File: config.mk
export PLATFORM = sky130hd
export DESIGN_NAME = ps2_key_decoder
export DESIGN_NICKNAME = d
export VERILOG_FILES = /design/src/rtl/ps2_key_decoder.sv
export SDC_FILE = /design/constraint.sdc
export NUM_CORES = 1
export LEC_CHECK = 0
export CAP_MARGIN = 30
export CORE_MARGIN = 1
export CORE_UTILIZATION = 45
export CTS_CLUSTER_DIAMETER = 100
export DETAILED_ROUTE_END_ITERATION = 8
export PLACE_DENSITY_LB_ADDON = 0.12
export REMOVE_ABC_BUFFERS = 1
export SLEW_MARGIN = 20
export SYNTH_ARGS = -nofsm -noshare
export SYNTH_HDL_FRONTEND = slang
export SYNTH_SLANG_ARGS = --single-unit
File: constraint.sdc
create_clock -name clk -period 6 [get_ports clk]
set_clock_uncertainty 0.1 [all_clocks]
set_input_delay 0.9 -clock clk [delete_from_list [all_inputs] [get_ports clk]]
set_output_delay 0.9 -clock clk [all_outputs]
set_load 0.005 [all_outputs]
File: src/rtl/ps2_key_decoder.sv
// PS/2 keyboard receiver and scan-code set 2 decoder for the calculator keypad.
// Emits one key_valid pulse per new make code of a mapped key, ignoring typematic repeats.
module ps2_key_decoder #(
  parameter int FILTER_LEN     = 8,
  parameter int TIMEOUT_CYCLES = 50000
) (
  input  logic        clk,
  input  logic        rst,
  input  logic        ps2_clk,
  input  logic        ps2_data,
  output logic [10:0] key_code,
  output logic        key_valid,
  output logic        frame_err
);

  localparam int FW = $clog2(FILTER_LEN + 1);
  localparam int TW = $clog2(TIMEOUT_CYCLES + 1);

  typedef enum logic [1:0] {IDLE, DATA, PARITY, STOP} state_t;

  logic          kclk_s1_q, kclk_s2_q, kdat_s1_q, kdat_s2_q;
  logic          filt_q;
  logic [FW-1:0] fcnt_q;
  logic          fall_w;
  state_t        state_q, state_d;
  logic [2:0]    bitcnt_q;
  logic [7:0]    shreg_q;
  logic          par_q;
  logic [TW-1:0] tocnt_q;
  logic          to_w, good_w, byte_done_w, err_w;
  logic          ext_q, brk_q, held_vld_q;
  logic [8:0]    held_q, code_w;
  logic [4:0]    map_w;
  logic          repeat_w, plain_w, emit_w;
  logic [10:0]   key_code_q;
  logic          key_valid_q, frame_err_q;

  // Returns {mapped, value} for an {ext, byte} scan code.
  function automatic logic [4:0] map_key(input logic [8:0] c);
    case (c)
      9'h045, 9'h070: map_key = {1'b1, 4'd0};
      9'h016, 9'h069: map_key = {1'b1, 4'd1};
      9'h01E, 9'h072: map_key = {1'b1, 4'd2};
      9'h026, 9'h07A: map_key = {1'b1, 4'd3};
      9'h025, 9'h06B: map_key = {1'b1, 4'd4};
      9'h02E, 9'h073: map_key = {1'b1, 4'd5};
      9'h036, 9'h074: map_key = {1'b1, 4'd6};
      9'h03D, 9'h06C: map_key = {1'b1, 4'd7};
      9'h03E, 9'h075: map_key = {1'b1, 4'd8};
      9'h046, 9'h07D: map_key = {1'b1, 4'd9};
      9'h079:         map_key = {1'b1, 4'd10};
      9'h07B, 9'h04E: map_key = {1'b1, 4'd11};
      9'h07C:         map_key = {1'b1, 4'd12};
      9'h14A:         map_key = {1'b1, 4'd13};
      9'h05A, 9'h15A: map_key = {1'b1, 4'd14};
      default:        map_key = 5'd0;
    endcase
  endfunction

  // Input synchronizers; lines idle high.
  always_ff @(posedge clk) begin
    if (rst) begin
      kclk_s1_q <= 1'b1;
      kclk_s2_q <= 1'b1;
      kdat_s1_q <= 1'b1;
      kdat_s2_q <= 1'b1;
    end else begin
      kclk_s1_q <= ps2_clk;
      kclk_s2_q <= kclk_s1_q;
      kdat_s1_q <= ps2_data;
      kdat_s2_q <= kdat_s1_q;
    end
  end

  always_ff @(posedge clk) begin
    if (rst) begin
      filt_q <= 1'b1;
      fcnt_q <= '0;
    end else if (kclk_s2_q == filt_q) begin
      fcnt_q <= '0;
    end else if (fcnt_q == FW'(FILTER_LEN - 1)) begin
      filt_q <= ~filt_q;
      fcnt_q <= '0;
    end else begin
      fcnt_q <= fcnt_q + FW'(1);
    end
  end

  // A fall is the cycle in which the filtered level is about to flip from 1 to 0.
  assign fall_w = filt_q && (kclk_s2_q != filt_q) && (fcnt_q == FW'(FILTER_LEN - 1));
  assign to_w   = (state_q != IDLE) && !fall_w && (tocnt_q == TW'(TIMEOUT_CYCLES - 1));
  assign good_w = kdat_s2_q && (^{par_q, shreg_q});

  always_ff @(posedge clk) begin
    if (rst) state_q <= IDLE;
    else     state_q <= state_d;
  end

  always_comb begin
    state_d = state_q;
    if (to_w) begin
      state_d = IDLE;
    end else if (fall_w) begin
      case (state_q)
        IDLE:    if (!kdat_s2_q) state_d = DATA;
        DATA:    if (bitcnt_q == 3'd7) state_d = PARITY;
        PARITY:  state_d = STOP;
        default: state_d = IDLE;
      endcase
    end
  end

  always_comb begin
    byte_done_w = 1'b0;
    err_w       = to_w;
    if ((state_q == STOP) && fall_w) begin
      byte_done_w = good_w;
      err_w       = !good_w;
    end
  end

  always_ff @(posedge clk) begin
    if (rst) begin
      bitcnt_q <= '0;
      tocnt_q  <= '0;
    end else begin
      if ((state_q == IDLE) || fall_w || to_w) tocnt_q <= '0;
      else                                     tocnt_q <= tocnt_q + TW'(1);
      if (fall_w && (state_q == IDLE)) bitcnt_q <= '0;
      if (fall_w && (state_q == DATA)) bitcnt_q <= bitcnt_q + 3'd1;
    end
  end

  always_ff @(posedge clk) begin
    if (fall_w && (state_q == DATA))   shreg_q <= {kdat_s2_q, shreg_q[7:1]};
    if (fall_w && (state_q == PARITY)) par_q   <= kdat_s2_q;
  end

  // Decoder: prefixes, break handling and held-key repeat suppression.
  assign code_w   = {ext_q, shreg_q};
  assign map_w    = map_key(code_w);
  assign repeat_w = held_vld_q && (held_q == code_w);
  assign plain_w  = byte_done_w && (shreg_q != 8'hE0) && (shreg_q != 8'hF0);
  assign emit_w   = plain_w && !brk_q && map_w[4] && !repeat_w;

  always_ff @(posedge clk) begin
    if (rst) begin
      ext_q       <= 1'b0;
      brk_q       <= 1'b0;
      held_vld_q  <= 1'b0;
      key_code_q  <= '0;
      key_valid_q <= 1'b0;
      frame_err_q <= 1'b0;
    end else begin
      key_valid_q <= emit_w;
      frame_err_q <= err_w;
      if (err_w) begin
        ext_q <= 1'b0;
        brk_q <= 1'b0;
      end else if (byte_done_w && (shreg_q == 8'hE0)) begin
        ext_q <= 1'b1;
      end else if (byte_done_w && (shreg_q == 8'hF0)) begin
        brk_q <= 1'b1;
      end else if (plain_w) begin
        ext_q <= 1'b0;
        brk_q <= 1'b0;
        if (brk_q && repeat_w) held_vld_q <= 1'b0;
        if (emit_w) begin
          held_vld_q <= 1'b1;
          key_code_q <= {7'd0, map_w[3:0]};
        end
      end
    end
  end

  always_ff @(posedge clk) begin
    if (emit_w) held_q <= code_w;
  end

  assign key_code  = key_code_q;
  assign key_valid = key_valid_q;
  assign frame_err = frame_err_q;

endmodule

# Yosys cells after proc, flatten, opt, wreduce, memory -nomap -nowiden
# Cells that the tools add are included.
# totals
register_bits,57
in_bits,4
output_inout_bits,13
wordCells,136
# classes
add_sub_neg,3
eq_ne,43
n_mux,14
bitwise,5
n_reduce_logical,53
# ops
cell,n
"9-bit by 7-bit == test with 1-bit output, second input constant",17
5-bit one-hot mux with 15 select lines,1
"9-bit by 6-bit == test with 1-bit output, second input constant",6
2-bit OR reduction,15
"9-bit by 5-bit == test with 1-bit output, second input constant",2
"9-bit == test, second input constant",2
1-bit logical AND,18
"16-bit by 1-bit adder with 16-bit output, second input constant",1
"16-bit == test, second input constant",1
"8-bit == test, second input constant",2
"8-bit inequality test, second input constant",2
5-bit AND reduction,2
2-bit nonzero test,5
9-bit == test,1
9-bit parity,1
1-bit two-way mux,8
3-bit two-way mux,2
"2-bit inequality test, second input constant",3
2-bit one-hot mux with 3 select lines,1
2-bit AND reduction,3
1-bit NOT,5
"4-bit by 1-bit adder with 4-bit output, second input constant",1
"2-bit == test, second input constant",2
"4-bit by 3-bit == test with 1-bit output, second input constant",1
11 further kinds,16

# Depth between registers and ports, before layout
# Gate-level depths: netlist of run 1.
# depth
depth_word,12
depth_mapped,9
depth_no_buf,8

# Worst setup path before layout of run 1
# OpenSTA, ideal clock, no wires.
# synth_timing
path_type,reg2reg
start,register shreg_q[2]
end,register held_q[0] (enable)
setup_time_ns,0.329
t_arrival_ns,2.141
setup_slack_ns,3.430
stages_incl_launch_ff,9
path_cell_list,edfxtp_1 inv_1 ha_1 xnor3_2 xnor2_4 nand4_2 nor3b_2 o31ai_4 inv_1
# synth_via
elab_chain_len,8
word_cells_on_any_way,53
cone_classes,eq/ne: 30; mux: 2; reduce/logical: 21
# synth_lines
item,line_no,text
from (decl),27,logic [7:0] shreg_q;
from (signal assigned),135,"if (fall_w && (state_q == DATA)) shreg_q <= {kdat_s2_q, shreg_q[7:1]};"
"parallel branches: the longest is 7 deep, another holds 5-bit one-hot mux with 15 select lines",--,
1-bit logical AND *,144,assign emit_w = plain_w && !brk_q && map_w[4] && !repeat_w;
via emit_w,34,"logic repeat_w, plain_w, emit_w;"
to (signal assigned),177,if (emit_w) held_q <= code_w;
to (decl),32,"logic [8:0] held_q, code_w;"
# Mark *: on every way through the listed nets, which the timed path passes.
# A chain may end at the register's enable or synchronous reset.

# Worst setup path in the final report of run 1
# layout_timing
start,register shreg_q[1]
end,register held_q[5] (enable)
# Same word-level chain as after synthesis.

==> results of run 1 <==
logic make-up after synthesis:
group	Yosys count
XOR/XNOR	27
buffers and inverters	35
flip-flops	57
AND/OR/NAND/NOR	119
AO/OA/AOI/OAI	48
adder cells (fa/ha/maj)	24
multiplexers	6
other	1
flip-flops by register name (all words and copies together), names as in the netlist:
register / count
bitcnt_q: 3
brk_q: 1
ext_q: 1
fcnt_q: 4
filt_q: 1
frame_err: 1
held_q: 9
held_vld_q: 1
kclk_s1_q: 1
kclk_s2_q: 1
kdat_s1_q: 1
kdat_s2_q: 1
key_code: 4
key_valid: 1
par_q: 1
shreg_q: 8
state_q: 2
tocnt_q: 16
stage by stage:
| step | cell area (um^2) | power [mW] |
|---|---|---|
| detailed placement | 3190 | 0.414 |
| floorplan | 3000 | 0.410 |
| global route | 3360 | 0.751 |
| finish | 3360 | 0.720 |
| global placement | 3190 | 0.414 |
| CTS | 3360 | 0.733 |
layer usage:
| layer | vias to the layer above | track usage (%) | share of wire [%] |
|---|---|---|---|
| met3 | 6 | 5.31 | 4.6 |
| met5 | - | 0 | 0 |
| met2 | 64 | 26.4 | 45 |
| met4 | 0 | 6.63 | 0.78 |
| li1 | 1114 | - | - |
| met1 | 977 | 22.3 | 50 |
path summary, 6_finish.rpt:
check                         end  depth (start not counted)
max           held_q[5]$_DFFE_PP_                          8
min          kdat_s2_q$_SDFF_PP1_                          1
max reg2reg   held_q[5]$_DFFE_PP_                          8
min reg2reg  kdat_s2_q$_SDFF_PP1_                          1
critical path, stage by stage, from the launching register on:
cell	delay [ns]
edfxtp_1	0.45
inv_1	0.09
ha_1	0.28
xnor3_2	0.46
xnor2_4	0.22
nand4_2	0.14
nor3b_2	0.25
o31ai_4	0.17
inv_1	0.32
cell usage in the layout, fill, tap and decap left out, drive strengths merged, types with 2 or more instances in the layout:
| master | synthesis | final |
|---|---|---|
| or2 | 5 | 5 |
| mux2 | 3 | 3 |
| o31ai | 2 | 2 |
| nor4 | 4 | 4 |
| ha | 24 | 24 |
| xnor2 | 10 | 10 |
| nor3b | 2 | 2 |
| a31oi | 2 | 2 |
| dfxtp | 39 | 39 |
| xor2 | 16 | 16 |
| a21oi | 15 | 15 |
| nor3 | 3 | 3 |
| conb | 1 | 7 |
| inv | 16 | 17 |
| and2 | 4 | 4 |
| nand2b | 6 | 6 |
| nand2 | 19 | 19 |
| nor2b | 3 | 3 |
| clkinv | 0 | 2 |
| nand3 | 14 | 14 |
| and3 | 3 | 3 |
| nand3b | 3 | 3 |
| a22oi | 6 | 6 |
| o21a | 2 | 2 |
| or3 | 3 | 3 |
| nor2 | 33 | 33 |
| mux2i | 3 | 3 |
| o21ai | 10 | 10 |
| o21bai | 2 | 2 |
| clkdlybuf4s50 | 0 | 9 |
| edfxtp | 18 | 18 |
| nand4 | 11 | 11 |
| clkbuf | 9 | 13 |
power groups by stage:
stage	registers (mW)	logic, mW	clock network, mW
floorplan	0.406	0.00398	0
global placement	0.406	0.00829	0
detailed placement	0.406	0.00835	0
CTS	0.397	0.00837	0.327
global route	0.397	0.00971	0.344
finish	0.398	0.00838	0.314
cell type report:
| cell class | count | area [um^2] | share of cell area [%] |
|---|---|---|---|
| clock inverter | 3 | 16.3 | 0.484 |
| sequential | 57 | 1320 | 39.3 |
| timing repair buffer | 9 | 90.1 | 2.68 |
| multi-input combinational | 231 | 1620 | 48.2 |
| inverter | 16 | 60.1 | 1.79 |
| tap | 77 | 96.3 | 2.86 |
| clock buffer | 13 | 159 | 4.72 |
==> results.py, run 1 <==
metrics = {
    "synth": {
        "synth_mux_area_share_pct": 2.44,
        "synthArstFlopShare_pct": 0,
        "syn_area_um2": 3080,
        "synth_area_per_cell_um2": 9.72,
        "synth_top_family_by_area": "simple AND/OR/NAND/NOR gates",
        "ys.warnings.count": 0,
        "synth_area_leader_cell": "dfxtp_1",
        "yosys-top-cells-count": "39 x dfxtp_1, 33 x nor2_1, 24 x ha_1",
        "synth_flop_cell": "dfxtp_1",
        "synth_compound_area_share_pct": 10.4,
        "yosysMostFrequentCell": "dfxtp_1",
        "synthXorXnorAreaFrac_pct": 8.77,
        "synthAdderAreaFrac_pct": 9.75,
        "yosys-top-cells-area": "dfxtp_1 25%, edfxtp_1 18%, ha_1 9.7%, xor2_1 4.5%, nor2_1 4.0%",
        "synth_simple_gate_area_share_pct": 20.3,
        "synth_cell_types": 53,
        "yosysSeqAreaShare_pct": 42.9,
        "ys_ff_latch": 57,
        "synth_edf_count": 18,
        "syn_inst": 317,
        "netlist.area_leader.share_pct": 25.3,
    },
    "pwr": {
        "p_int_mw": 0.572,
        "leakage_nw": 1.25,
        "switching_share_pct": 20.6,
        "vdd_ir_drop_max_v": 0.000129,
        "net-switching-power_mw": 0.149,
        "combinationalPowerShare_pct": 1.2,
        "power_frac_seq_pct": 55.2,
        "clkPwrFrac_pct": 43.6,
        "power_density_nw_per_um2": 214,
    },
    "sta": {
        "finalCritPeriodShare_pct": 47.2,
        "whs_ns": 0.308,
        "setup_tns_ns": 0,
        "rsz0062_at_grt": "false",
        "worst_slew_pin_slew_ns": 0.788,
        "setup_viol": 0,
        "drv_slew": 0,
        "fin_crit_ns": 2.83,
        "fmax_mhz": 353,
        "slew_headroom_pct": 47.3,
        "setup_ws_ns": 3.17,
        "hold_violations": 0,
    },
    "detailed_routing": {
        "via_count": 2161,
        "drt_iter0_drc": 63,
        "drt_pass1_iterations": 6,
        "drtAntennaViolNets": 0,
        "vias_per_cell": 5.32,
        "drc": 1,
        "post_drt_wl_per_cell_um": 13.2,
        "routed_wl_um": 5350,
    },
    "final_layout": {
        "layout-drive-gt1-share_pct": 9.12,
        "layout.cells.non_filler": 406,
        "antenna_cells": 0,
        "num-nets-final": 352,
        "syn_to_final_growth_pct": 9.18,
        "fin_util_pct": 51.8,
        "fill_cells": 633,
    },
    "hold_path": {
        "hold_path_class": "reg2reg",
        "hold_start": "kdat_s1_q$_SDFF_PP1_",
    },
    "clock_tree": {
        "cts_buffers": 9,
        "clkTransAtPathRegs_ns": 0.06,
        "postCtsSetupRepairBufs": 0,
        "htreeDepth": 3,
        "clockRootBuffer": "clkbuf_8",
        "clock_latency_ns": 0.33,
        "cts_buffer_depth": 2,
        "cts_sinks": 57,
        "cts_resized": 0,
        "cts_tree": "built",
        "cts_hold_buffers": 0,
    },
    "die": {
        "io_pins": 17,
        "std_cell_rows": 29,
        "die_area_um2": 7180,
        "die_w_um": 84.7,
        "die_h_um": 84.7,
        "start_util_pct": 47.4,
        "core_area_um2": 6490,
    },
    "grt": {
        "grt_max_degree": 25,
        "antenna_found_initial": 0,
        "grt_overflow": 0,
        "grt_pass1_wl_um": 9570,
        "track_usage_pct": 17.0,
        "grt_pass1_vias": 2049,
    },
    "place": {
        "port-buffer-count": 9,
        "dp_hpwl_um": 3750,
        "dpl.cell_count": 390,
        "place_ws_ns": 2.90,
        "place_congestion": 0.886,
    },
    "worst_setup_path": {
        "cp-end-kind": "register",
        "cp-start-kind": "register",
        "cp_max_fo": 9,
        "required_ns": 5.89,
        "crit-reg2reg-launch": "shreg_q[1]$_DFFE_PP_",
        "crit_type": "reg2reg",
        "startpoint": "shreg_q[1]$_DFFE_PP_",
        "critPathArrivalTime_ns": 2.72,
        "worst-r2r-setup-slack_ns": 3.17,
    },
    "status": {
        "status": "finished with violations",
        "violations": "DRC",
    },
    "run": {
        "maxCapViolCount": 0,
    },
}
No activity file was read; power rests on OpenSTA's default activity.
==> inputs of run 2 (changes only) <==
==> constraint.sdc (replaced) <==
create_clock -name clk -period 2.54 [get_ports clk]
set_clock_uncertainty 0.1 [all_clocks]
set_input_delay 0.381 -clock clk [delete_from_list [all_inputs] [get_ports clk]]
set_output_delay 0.381 -clock clk [all_outputs]
set_load 0.005 [all_outputs]
==> run 2 against run 1 <==
- the run ends with DRC, setup timing left
- worst hold slack hardly changed
- count of clock-buffer cells in the layout is 1 higher
- design area is 12% higher
- core utilization is 6.3 points higher
- routed wire length is 16% higher
- first-iteration DRC count is 71% higher
- sequential power is 140% higher
- via count is 9.1% higher
- critical path type unchanged
- largest cell class unchanged
==> results.py, run 2 (synthesized netlist as in run 1, its figures left out) <==
metrics = {
    "pwr": {
        "power_frac_seq_pct": 53.2,
        "clkPwrFrac_pct": 45.6,
        "leakage_nw": 1.43,
        "p_int_mw": 1.41,
        "power_density_nw_per_um2": 468,
        "combinationalPowerShare_pct": 1.2,
        "vdd_ir_drop_max_v": 0.000347,
        "switching_share_pct": 20.0,
        "net-switching-power_mw": 0.353,
    },
    "worst_setup_path": {
        "cp-endpoint": "held_q[5]$_DFFE_PP_",
        "crit-reg2reg-launch": "shreg_q[2]$_DFFE_PP_",
        "r2r_cells": 10,
        "cp-end-kind": "register",
        "startpoint": "shreg_q[2]$_DFFE_PP_",
        "r2r-end": "held_q[5]$_DFFE_PP_",
        "required_ns": 2.49,
        "worst-r2r-setup-slack_ns": -0.03,
        "critPathArrivalTime_ns": 2.51,
        "cp-start-kind": "register",
        "cp_max_fo": 5,
        "crit_type": "reg2reg",
    },
    "sta": {
        "setup_viol": 9,
        "hold_violations": 0,
        "whs_ns": 0.307,
        "fmax_mhz": 390,
        "slew_headroom_pct": 65.2,
        "worst_slew_pin_slew_ns": 0.522,
        "setup_ws_ns": -0.0257,
        "fin_crit_ns": 2.57,
        "drv_slew": 0,
        "rsz0062_at_grt": "true",
        "finalCritPeriodShare_pct": 101,
    },
    "grt": {
        "grt_max_degree": 24,
        "grt_overflow": 0,
        "grt_use_met3_pct": 6.00,
        "grt_pass1_vias": 2330,
        "met1_usage_pct": 22.9,
        "track_usage_pct": 18.7,
        "use_met2_pct": 30.5,
        "grt.busiest_layer": "met2",
        "grt_pass1_wl_um": 10500,
        "antenna_found_initial": 0,
    },
    "place": {
        "port-buffer-count": 9,
        "placed_cell_area_um2": 3350,
        "place_ws_ns": -0.0661,
        "dpl.cell_count": 411,
        "place_congestion": 0.893,
        "dp_hpwl_um": 4170,
    },
    "clock_tree": {
        "cts_tree": "built",
        "clockRootBuffer": "clkbuf_8",
        "htreeDepth": 3,
        "cts_buffers": 9,
        "clock_latency_ns": 0.33,
        "cts_hold_buffers": 0,
        "cts_buffer_depth": 2,
        "cts_sinks": 57,
        "clkTransAtPathRegs_ns": 0.07,
    },
    "run": {
        "maxCapViolCount": 0,
    },
    "detailed_routing": {
        "drt_iter0_drc": 108,
        "drtAntennaViolNets": 0,
        "drt_pass1_iterations": 6,
        "routed_wl_um": 6190,
        "via_count": 2357,
        "vias_per_cell": 5.32,
        "drc": 1,
        "post_drt_wl_per_cell_um": 14.0,
    },
    "die": {
        "die_h_um": 84.7,
        "io_pins": 17,
        "die_area_um2": 7180,
        "start_util_pct": 47.4,
        "die_w_um": 84.7,
        "core_area_um2": 6490,
        "std_cell_rows": 29,
    },
    "final_layout": {
        "largest_reg_flops": 16,
        "final_cell_mix": "39 x dfxtp_1, 32 x nor2_1, 32 x buf_4",
        "final_common_cell": "dfxtp_1",
        "top_regs": "tocnt_q: 16 flops, held_q: 9 flops, shreg_q: 8 flops",
        "syn_to_final_growth_pct": 22.4,
        "post-route-cell-area_um2": 3770,
        "layout-drive-gt1-share_pct": 23.2,
        "num-nets-final": 389,
        "top_register": "tocnt_q",
        "layout.cells.non_filler": 443,
        "antenna_cells": 0,
    },
    "hold_path": {
        "hold_path_class": "reg2reg",
    },
    "status": {
        "violations": "DRC, setup timing",
        "status": "finished with violations",
    },
}
## run 2: cell type report
cell class | count | area (um^2)
Clock buffer | 14 | 184
Clock inverter | 2 | 10.0
Fill cell | 557 | 2720
Inverter | 16 | 62.6
Multi-Input combinational cell | 231 | 1710
Sequential cell | 57 | 1320
Tap cell | 77 | 96.3
Timing Repair Buffer | 46 | 387
## run 2: timing repair
item	in CTS	in global routing
setup endpoints to repair	9	15
setup buffers	11	4
gates cloned	1	0
resized for setup	9	22
pin swaps	5	9
## run 2: stage by stage
| stage | utilization [%] | total power, mW | setup TNS, ns |
|---|---|---|---|
| 4_1_cts | 56.3 | 1.79 | 0 |
| 5_1_grt | 58.1 | 1.84 | -1.52 |
| 3_3_place_gp | 51.5 | 0.980 | -0.000156 |
| 6_report | 58.1 | 1.76 | -0.160 |
| 2_1_floorplan | - | 0.968 | -0.273 |
| 3_5_place_dp | 51.5 | 0.980 | -0.594 |
## run 2: how the worst min path moves through the flow
| stage | depth (start not counted) | end | slack, ns | startpoint |
|---|---|---|---|---|
| 2_1_floorplan | 1 | kclk_s2_q$_SDFF_PP1_ | 0.29 | kclk_s1_q$_SDFF_PP1_ |
| 3_3_place_gp | 1 | kdat_s2_q$_SDFF_PP1_ | 0.29 | kdat_s1_q$_SDFF_PP1_ |
| 3_5_place_dp | 1 | kdat_s2_q$_SDFF_PP1_ | 0.29 | kdat_s1_q$_SDFF_PP1_ |
| 4_1_cts | 1 | kdat_s2_q$_SDFF_PP1_ | 0.31 | kdat_s1_q$_SDFF_PP1_ |
| 5_1_grt | 1 | kclk_s2_q$_SDFF_PP1_ | 0.32 | kclk_s1_q$_SDFF_PP1_ |
| 6_report | 1 | kdat_s2_q$_SDFF_PP1_ | 0.31 | kdat_s1_q$_SDFF_PP1_ |
## run 2: power by group through the flow
stage | clock [mW] | combinational [mW] | sequential, mW
after floorplan | 0 | 0.00941 | 0.958
after global placement | 0 | 0.0210 | 0.959
after detailed placement | 0 | 0.0209 | 0.959
after CTS | 0.833 | 0.0211 | 0.939
after global routing | 0.875 | 0.0245 | 0.939
final | 0.804 | 0.0211 | 0.939
## run 2: per-layer routing
metal	share of wire, %	wire length, um	vias to the layer above
li1	-	-	1180
met1	46	2860	1090
met2	48	2970	75
met3	4.5	281	12
met4	1.4	85	0
met5	0	0	-
## run 2: worst max-delay path: stages, from the launching register on
cell and delay (ns):
edfxtp_1 0.39, inv_2 0.07, ha_4 0.26, xnor3_2 0.45, xnor2_4 0.21, nand4_4 0.13, nor3b_4 0.24, o31ai_4 0.11
buf_6 0.14, inv_4 0.05, buf_6 0.11
==> inputs of run 3 (changes only) <==
--- a/config.mk
+++ b/config.mk
@@ -10,7 +10,9 @@
 export CORE_UTILIZATION = 45
 export CTS_CLUSTER_DIAMETER = 100
 export DETAILED_ROUTE_END_ITERATION = 8
+export MAX_ROUTING_LAYER = met4
 export PLACE_DENSITY_LB_ADDON = 0.12
+export RECOVER_POWER = 25
 export REMOVE_ABC_BUFFERS = 1
 export SLEW_MARGIN = 20
 export SYNTH_ARGS = -nofsm -noshare
==> run 3 against run 2 <==
- the flow still finishes with violations (DRC, setup timing)
- routed wire length down 1.8%
- via count decreased by 0.98%
- combinational power about the same
- core utilization fell by 1.3 points
- worst hold slack better by 0.0027 ns
- maximum frequency shrank 0.11%
- highest routed layer unchanged
==> results.py, run 3 (synthesized netlist as in run 1, its figures left out) <==
metrics = {
    "grt": {
        "grt_pass1_wl_um": 10300,
        "grt_pass1_vias": 2244,
        "grt_overflow": 0,
        "grt.busiest_layer": "met2",
        "use_met2_pct": 28.9,
        "grt_max_degree": 24,
        "track_usage_pct": 19.0,
        "antenna_found_initial": 0,
        "met1_usage_pct": 23.4,
        "grt_use_met3_pct": 4.82,
    },
    "clock_tree": {
        "cts_buffer_depth": 2,
        "htreeDepth": 3,
        "cts_tree": "built",
        "cts_sinks": 57,
        "cts_buffers": 9,
        "clock_latency_ns": 0.33,
        "clockRootBuffer": "clkbuf_8",
        "clkTransAtPathRegs_ns": 0.07,
    },
    "sta": {
        "fmax_mhz": 389,
        "setup_viol": 12,
        "slew_headroom_pct": 65.0,
        "worst_slew_pin_slew_ns": 0.525,
        "finalCritPeriodShare_pct": 101,
        "drv_slew": 0,
        "hold_violations": 0,
        "rsz0062_at_grt": "true",
        "setup_ws_ns": -0.0285,
        "fin_crit_ns": 2.57,
    },
    "worst_setup_path": {
        "cp-start-kind": "register",
        "r2r_cells": 10,
        "required_ns": 2.49,
        "cp-end-kind": "register",
        "r2r-end": "held_q[8]$_DFFE_PP_",
        "crit-reg2reg-launch": "shreg_q[2]$_DFFE_PP_",
        "crit_type": "reg2reg",
        "critPathArrivalTime_ns": 2.52,
        "worst-r2r-setup-slack_ns": -0.03,
        "cp_max_fo": 5,
    },
    "detailed_routing": {
        "drc": 1,
        "drtAntennaViolNets": 0,
        "drt_iter0_drc": 119,
        "drt_pass1_iterations": 7,
        "post_drt_wl_per_cell_um": 13.9,
        "routed_wl_um": 6080,
        "vias_per_cell": 5.35,
        "via_count": 2334,
    },
    "final_layout": {
        "largest_reg_flops": 16,
        "final_cell_mix": "39 x dfxtp_1, 33 x nor2_1, 24 x buf_4",
        "antenna_cells": 0,
        "num-nets-final": 382,
        "layout-drive-gt1-share_pct": 18.4,
        "top_regs": "tocnt_q: 16 flops, held_q: 9 flops, shreg_q: 8 flops",
        "syn_to_final_growth_pct": 19.6,
        "top_register": "tocnt_q",
        "fill_cells": 569,
        "post-route-cell-area_um2": 3680,
        "final_common_cell": "dfxtp_1",
    },
    "place": {
        "place_congestion": 0.880,
        "placed_cell_area_um2": 3350,
        "port-buffer-count": 9,
        "place_ws_ns": -0.0701,
        "dp_hpwl_um": 4290,
    },
    "pwr": {
        "vdd_ir_drop_max_v": 0.000381,
        "leakage_nw": 1.40,
        "power_density_nw_per_um2": 522,
    },
    "die": {
        "die_area_um2": 7180,
        "io_pins": 17,
        "die_h_um": 84.7,
        "core_area_um2": 6490,
        "std_cell_rows": 29,
        "die_w_um": 84.7,
        "start_util_pct": 47.4,
    },
    "hold_path": {
        "hold_start": "kclk_s1_q$_SDFF_PP1_",
        "hold_path_class": "reg2reg",
        "hold_end": "kclk_s2_q$_SDFF_PP1_",
        "whs_path_depth": 1,
    },
    "status": {
        "violations": "DRC, setup timing",
        "status": "finished with violations",
    },
    "run": {
        "maxCapViolCount": 0,
    },
}
[run 3: layout make-up]
class                           instances  area, um^2  share of cell area, %
Multi-Input combinational cell        231        1660                   45.0
Sequential cell                        57        1320                   35.9
Timing Repair Buffer                   39         315                   8.56
Clock buffer                           11         153                   4.14
Tap cell                               77        96.3                   2.62
Clock inverter                          5        76.3                   2.07
Inverter                               16        62.6                   1.70
[run 3: repair_timing]
item,4_1_cts,5_1_grt
pin swaps,4,7
setup buffers,2,5
hold endpoints to repair,0,0
resized for setup,2,13
gates cloned,0,1
hold buffers,0,0
endpoints found under the setup margin,9,14
[run 3: worst max-delay path by stage]
stage | startpoint | end | slack, ns | cells after the start
after floorplan | shreg_q[2]$_DFFE_PP_ | held_q[0]$_DFFE_PP_ | -0.03 | 8
after CTS | shreg_q[4]$_DFFE_PP_ | held_q[8]$_DFFE_PP_ | 0.0008 | 9
after global placement | shreg_q[2]$_DFFE_PP_ | held_q[0]$_DFFE_PP_ | 0.006 | 9
after detailed placement | shreg_q[2]$_DFFE_PP_ | held_q[0]$_DFFE_PP_ | -0.07 | 9
final | shreg_q[2]$_DFFE_PP_ | held_q[8]$_DFFE_PP_ | -0.03 | 10
after global routing | shreg_q[2]$_DFFE_PP_ | held_q[8]$_DFFE_PP_ | -0.12 | 10
[run 3: metrics by stage]
step | utilization (%) | setup TNS [ns] | hold WS [ns] | std cells | total power [mW]
after global routing | 56.7 | -1.45 | 0.322 | 436 | 1.99
after floorplan | - | -0.273 | 0.289 | 304 | 0.968
final | 56.7 | -0.231 | 0.310 | 436 | 1.92
after global placement | 51.6 | 0 | 0.292 | 412 | 0.980
after CTS | 55.4 | 0 | 0.315 | 430 | 1.95
after detailed placement | 51.6 | -0.627 | 0.297 | 412 | 0.981
[run 3: layer usage]
layer,share of wire [%],up-vias
met5,0,-
li1,-,1169
met4,2.0,0
met3,3.3,12
met1,50,1103
met2,45,50
[run 3: worst max-delay path, stage by stage, from the launching register on]
cell and delay, ns:
edfxtp_1 0.46, inv_2 0.12, ha_4 0.20, xnor3_2 0.41, xnor2_4 0.20, nand4_2 0.13, nor3b_2 0.25, o31ai_4 0.11
buf_6 0.14, inv_4 0.05, buf_6 0.11
[run 3: power by group]
group / internal [mW] / switching (mW)
sequential: 0.937 / 0.00195
combinational: 0.00985 / 0.0114
clock: 0.607 / 0.357
